<file path="config.mk">
export PLATFORM = sky130hd
export DESIGN_NAME = ysyx_22040125_mdu
export DESIGN_NICKNAME = d
export VERILOG_FILES = /design/src/rtl/ysyx_22040125_mdu.sv
export SDC_FILE = /design/constraint.sdc
export NUM_CORES = 2
export LEC_CHECK = 0
export ABC_CLOCK_PERIOD_IN_PS = 15200
export BUFFER_PORTS_ARGS = -buffer_cell sky130_fd_sc_hd__buf_2
export CAP_MARGIN = 10
export CORE_MARGIN = 8
export CORE_UTILIZATION = 45
export CTS_BUF_LIST = sky130_fd_sc_hd__clkbuf_4 sky130_fd_sc_hd__clkbuf_8
export DETAILED_ROUTE_END_ITERATION = 16
export GPL_TIMING_DRIVEN = 0
export PLACE_DENSITY = 0.75
export RECOVER_POWER = 100
export SLEW_MARGIN = 20
export SYNTH_ARGS = -nofsm -noshare
export SYNTH_HDL_FRONTEND = slang
export SYNTH_SLANG_ARGS = --single-unit
</file>
<file path="constraint.sdc">
create_clock -name clk -period 15.2 [get_ports clk]
set_input_delay 1.52 -clock clk [delete_from_list [all_inputs] [get_ports clk]]
set_output_delay 1.52 -clock clk [all_outputs]
set_load 0.02 [all_outputs]
</file>
<file path="src/rtl/ysyx_22040125_mdu.sv">
// ysyx_22040125_mdu: iterative RV64M multiply/divide unit, one bit per cycle.
// Ports: clk, rst (sync, high), flush; in_valid/in_ready with op/word/src1/src2;
// out_valid/out_ready with result; busy. Option macro: MDU_FAST_MUL_EN.
module ysyx_22040125_mdu #(
  parameter int XLEN  = 64,
  parameter int CNT_W = 7
) (
  input  logic            clk,
  input  logic            rst,
  input  logic            flush,
  input  logic            in_valid,
  output logic            in_ready,
  input  logic [2:0]      op,
  input  logic            word,
  input  logic [XLEN-1:0] src1,
  input  logic [XLEN-1:0] src2,
  output logic            out_valid,
  input  logic            out_ready,
  output logic [XLEN-1:0] result,
  output logic            busy
);

  localparam int IW    = $clog2(XLEN);
  localparam bit HAS_W = (XLEN == 64);
  localparam int PW    = 2 * XLEN;

  typedef enum logic [1:0] {IDLE, CALC, DONE} state_t;

  state_t           st;
  logic [CNT_W-1:0] cnt;
  logic [2:0]       op_r;
  logic             wd_r;
  logic             neg1_r;
  logic             neg2_r;
  logic [XLEN-1:0]  a;
  logic [XLEN-1:0]  b;
  logic [XLEN-1:0]  q;
  logic [XLEN-1:0]  rem;
  logic [PW-1:0]    acc;

  function automatic logic [XLEN-1:0] sx32(
    input logic [XLEN-1:0] v
  );
    return XLEN'($signed(v[31:0]));
  endfunction

  function automatic logic [XLEN-1:0] mul_sel(
    input logic [PW-1:0] p,
    input logic          w,
    input logic [1:0]    f
  );
    logic [XLEN-1:0] r;
    r = (w || f == 2'b00) ? p[XLEN-1:0] : p[PW-1:XLEN];
    return w ? sx32(r) : r;
  endfunction

  logic            wd;
  logic            sg1;
  logic            sg2;
  logic            n1;
  logic            n2;
  logic            dz;
  logic            ovf;
  logic [XLEN-1:0] msk;
  logic [XLEN-1:0] minv;
  logic [XLEN-1:0] x1;
  logic [XLEN-1:0] x2;
  logic [XLEN-1:0] m1;
  logic [XLEN-1:0] m2;
  logic [XLEN-1:0] sq;
  logic [XLEN-1:0] sr;
  logic [XLEN-1:0] ssel;

  assign wd   = word & HAS_W;
  assign msk  = wd ? XLEN'(32'hFFFF_FFFF) : '1;
  assign minv = wd ? XLEN'(32'h8000_0000) : (XLEN'(1) << (XLEN - 1));

  // Only MULH/MULHSU and signed divide see signed operands; the low
  // product half is sign-agnostic, so MUL/MULW run unsigned.
  always_comb begin
    sg1 = 1'b0;
    sg2 = 1'b0;
    if (op[2]) begin
      sg1 = ~op[0];
      sg2 = ~op[0];
    end else if (!wd) begin
      sg1 = op[1] ^ op[0];
      sg2 = (op[1:0] == 2'b01);
    end
  end

  assign x1 = src1 & msk;
  assign x2 = src2 & msk;
  assign n1 = sg1 & (wd ? src1[31] : src1[XLEN-1]);
  assign n2 = sg2 & (wd ? src2[31] : src2[XLEN-1]);
  assign m1 = (n1 ? -x1 : x1) & msk;
  assign m2 = (n2 ? -x2 : x2) & msk;

  assign dz   = op[2] & (x2 == '0);
  assign ovf  = op[2] & ~op[0] & (x1 == minv) & (x2 == msk);
  assign sq   = dz ? msk : x1;
  assign sr   = dz ? x1 : '0;
  assign ssel = op[1] ? sr : sq;

`ifdef MDU_FAST_MUL_EN
  logic [PW-1:0] fp;
  assign fp = {{XLEN{sg1 & src1[XLEN-1]}}, x1}
            * {{XLEN{sg2 & src2[XLEN-1]}}, x2};
`endif

  logic [IW-1:0]   bi;
  logic [XLEN:0]   rs;
  logic            qb;
  logic [PW-1:0]   acc_nx;
  logic [PW-1:0]   p;
  logic [XLEN-1:0] q_nx;
  logic [XLEN-1:0] rem_nx;
  logic [XLEN-1:0] qf;
  logic [XLEN-1:0] rf;
  logic [XLEN-1:0] raw;
  logic [XLEN-1:0] fres;

  // The counter doubles as the operand bit index, MSB first.
  assign bi = cnt[IW-1:0];

  always_comb begin
    acc_nx = {acc[PW-2:0], 1'b0} + (b[bi] ? PW'(a) : '0);
    rs     = {rem, a[bi]};
    qb     = (rs >= {1'b0, b});
    rem_nx = qb ? XLEN'(rs - {1'b0, b}) : rs[XLEN-1:0];
    q_nx   = {q[XLEN-2:0], qb};
    p      = (neg1_r ^ neg2_r) ? -acc_nx : acc_nx;
    qf     = (neg1_r ^ neg2_r) ? -q_nx : q_nx;
    rf     = neg1_r ? -rem_nx : rem_nx;
    raw    = op_r[1] ? rf : qf;
    if (!op_r[2]) begin
      fres = mul_sel(p, wd_r, op_r[1:0]);
    end else begin
      fres = wd_r ? sx32(raw) : raw;
    end
  end

  always_ff @(posedge clk) begin
    if (rst) begin
      st     <= IDLE;
      result <= '0;
      cnt    <= '0;
    end else if (flush) begin
      st <= IDLE;
    end else begin
      unique case (st)
        IDLE: if (in_valid) begin
          op_r   <= op;
          wd_r   <= wd;
          neg1_r <= n1;
          neg2_r <= n2;
          a      <= m1;
          b      <= m2;
          acc    <= '0;
          q      <= '0;
          rem    <= '0;
          cnt    <= wd ? CNT_W'(31) : CNT_W'(XLEN - 1);
          if (dz | ovf) begin
            result <= wd ? sx32(ssel) : ssel;
            st     <= DONE;
          end
`ifdef MDU_FAST_MUL_EN
          else if (!op[2]) begin
            result <= mul_sel(fp, wd, op[1:0]);
            st     <= DONE;
          end
`endif
          else begin
            st <= CALC;
          end
        end
        CALC: begin
          acc <= acc_nx;
          q   <= q_nx;
          rem <= rem_nx;
          cnt <= cnt - 1'b1;
          if (cnt == '0) begin
            result <= fres;
            st     <= DONE;
          end
        end
        DONE: if (out_ready) st <= IDLE;
        default: st <= IDLE;
      endcase
    end
  end

  assign in_ready  = (st == IDLE) & ~flush;
  assign out_valid = (st == DONE);
  assign busy      = (st != IDLE);

endmodule

</file>
==> impl_metrics.yaml <==
floorplanning:
  initial_core_util: 0.451
  coreArea_um2: 96100
  dieArea_um2: 107000
  io_pins: 204
  die_w_um: 326
  die_h_um: 326
  rows: 114
cts:
  cts-root-buf: "clkbuf_8"
  cts_sinks: 461
  htreeDepth: 3
  clkLatencyLatePin_ps: 830
  cts.path.max_buffers: 3
  cts.hold.buffers_added: 0
  cts_tree: "built"
  cts_resized: 0
  cts_setup_buffers: 0
  clkTransAtPathRegs_ps: 60
  cts_made_buffers: 89
pwr:
  total_power_mw: 4.73
  power_density_nw_per_um2: 99.1
  ir_drop_mv: 0.0751
  cellLeakagePower_nw: 16.5
setup_path:
  critPathLaunchType: "flip-flop"
  cpMaxStageDelayCell: "nor4_1"
  arrival_ps: 15240
  required_ps: 15930
  end_kind: "flip-flop"
  crit_type: "flip-flop to flip-flop"
  cp_max_fo: 10
  r2r_slack_ps: 690
  critPathMaxStageDelay_ps: 930
grt:
  grt.overflow.total: 0
  grt_use_total: 0.438
  grt_pass1_vias: 45600
  grt_pass1_wl_mm: 339
  antenna_found_initial: 11
  grt_max_degree: 71
routing:
  firstDrtPassIters: 7
  final_antenna_net_count: 0
  avgViaCountPerCell: 6.92
  vias: 48800
  drt-total-wl_mm: 247
  wire_per_inst_um: 35.0
  drtIter0Drc: 7018
  drc: 0
logic_synthesis:
  synth_area_leaders: "edfxtp_1 (27%), nor2_1 (5.6%), xnor2_1 (5.6%)"
  synthCells: 5383
  ys_types: 121
  ys_ff_latch: 461
  yosysTopAreaCellShare: 0.269
  async_flop_share: 0
  synth_area_um2: 43400
  yosysWarnings: 0
  syn-num-nets: 5658
  yosys.area.top_type: "edfxtp_1"
  ys.flop_type: "edfxtp_1"
  synth.most_common_cell: "nor2_1"
  syn_avg_cell_area_um2: 8.06
  yosysSeqAreaShare: 0.302
  synthTopCellsByCount: "nor2_1 (652), nand2_1 (452), a21oi_1 (444)"
  synth_edf_count: 388
timing:
  min_period_ps: 14510
  max_slew_margin: -1.72
  min_period_over_period: 0.955
  rsz0062_at_grt: "no"
  skew_ps: 64.5
  drv_slew: 341
  fmax_mhz: 68.9
  setup_viol: 0
  hold_viol_final: 0
  worst_pin_slew_ps: 4080
flow_run:
  max-cap-violations: 16
outcome:
  violations: "capacitance limit, slew limit"
  status: "finished, violations left"
cells_and_area:
  layout-drive-gt1-share: 0.0742
  areaGrowthSynthToFinish_pct: 9.97
  design_area_um2: 47700
  final_nets: 5965
placed_design:
  globalplace.congestion: 1.11
  numPortBuffers: 201
  dpl_cell_area_um2: 46400
  hpwl_mm: 202
worst_hold_path:
  hold_path.class: "flip-flop to flip-flop"
[kinds of logic (layout without fill, tap and decap cells)]
| logic type | count (synthesis) | count (layout) | share of synthesized area |
|---|---|---|---|
| compound gates | 1515 | 1515 | 0.226 |
| simple gates | 2231 | 2231 | 0.258 |
| flops | 461 | 461 | 0.302 |
| other cells | 0 | 12 | 0 |
| xor+xnor | 477 | 477 | 0.0965 |
| mux | 103 | 103 | 0.0336 |
| fa+ha+maj | 143 | 143 | 0.0413 |
| buf+inv | 453 | 827 | 0.0418 |
[power by group]
| group | internal [mW] | switching (mW) | total, mW | leakage, nW |
|---|---|---|---|---|
| Combinational | 0.505 | 1.38 | 1.88 | 11.3 |
| Clock | 0.712 | 0.662 | 1.37 | 0.953 |
| Sequential | 1.43 | 0.0441 | 1.47 | 4.25 |
[placed cells by master, fill, tap and decap left out, types with 123 or more instances in the layout]
cell type	count
a21oi_1	445
and2_1	134
buf_2	172
clkbuf_1	331
edfxtp_1	388
ha_1	136
inv_1	147
nand2_1	453
nand3_1	123
nand4_1	153
nor2_1	653
nor3_1	183
o21ai_0	354
xnor2_1	278
xor2_1	197
[flip-flops by register name, summed over array words and instances (netlist names), 2 cells and up]
register	flops
acc	127
cnt	7
op_r	3
rem	64
result	64
a	64
st	2
q	63
b	64
[metrics by stage]
stage	hold WS, ps	setup WS, ps	setup TNS (ps)	cells	util
after global routing	480	746	0	7035	0.496
after global placement	449	-3590	-83560	6860	0.478
after CTS	468	2080	0	7033	0.501
after detailed placement	451	2080	0	6875	0.482
final	470	686	0	7045	0.496
after floorplan	523	4110	0	5383	-
[final cells by class]
type	count	area (um^2)
fillers	9653	48400
multi-input cells	4469	28400
flip-flops and latches	461	13100
well taps	1276	1600
clock buffers	117	1450
plain buffers	304	1240
repair buffers	216	983
inverters	149	561
clock inverters	41	359
diodes	12	30.0
[path summary, 6_finish.rpt]
kind / startpoint / end / cells past startpoint
worst min register to register: result[59]$_SDFFE_PP0P_ / result[59]$_SDFFE_PP0P_ / 1
worst min-delay path: result[59]$_SDFFE_PP0P_ / result[59]$_SDFFE_PP0P_ / 1
worst max-delay path: cnt[2]$_SDFFE_PP0P_ / result[42]$_SDFFE_PP0P_ / 37
worst max register to register: cnt[2]$_SDFFE_PP0P_ / result[42]$_SDFFE_PP0P_ / 37
[routing by layer]
layer	up-vias	GRT usage	share of wire
met5	-	0	0.000053
met4	2	0.416	0.12
met3	1007	0.109	0.11
met2	3632	0.665	0.42
met1	23300	0.502	0.35
li1	20800	-	-
[critical path, delay by kind of cell (launching register included)]
kind            cells  cell delay, ps
compound gates      8            2470
fa+ha+maj           2            1010
buf+inv            10            5250
flops               1             310
mux                 1             550
simple gates       16            4800
No activity file was read; power rests on OpenSTA's default activity.
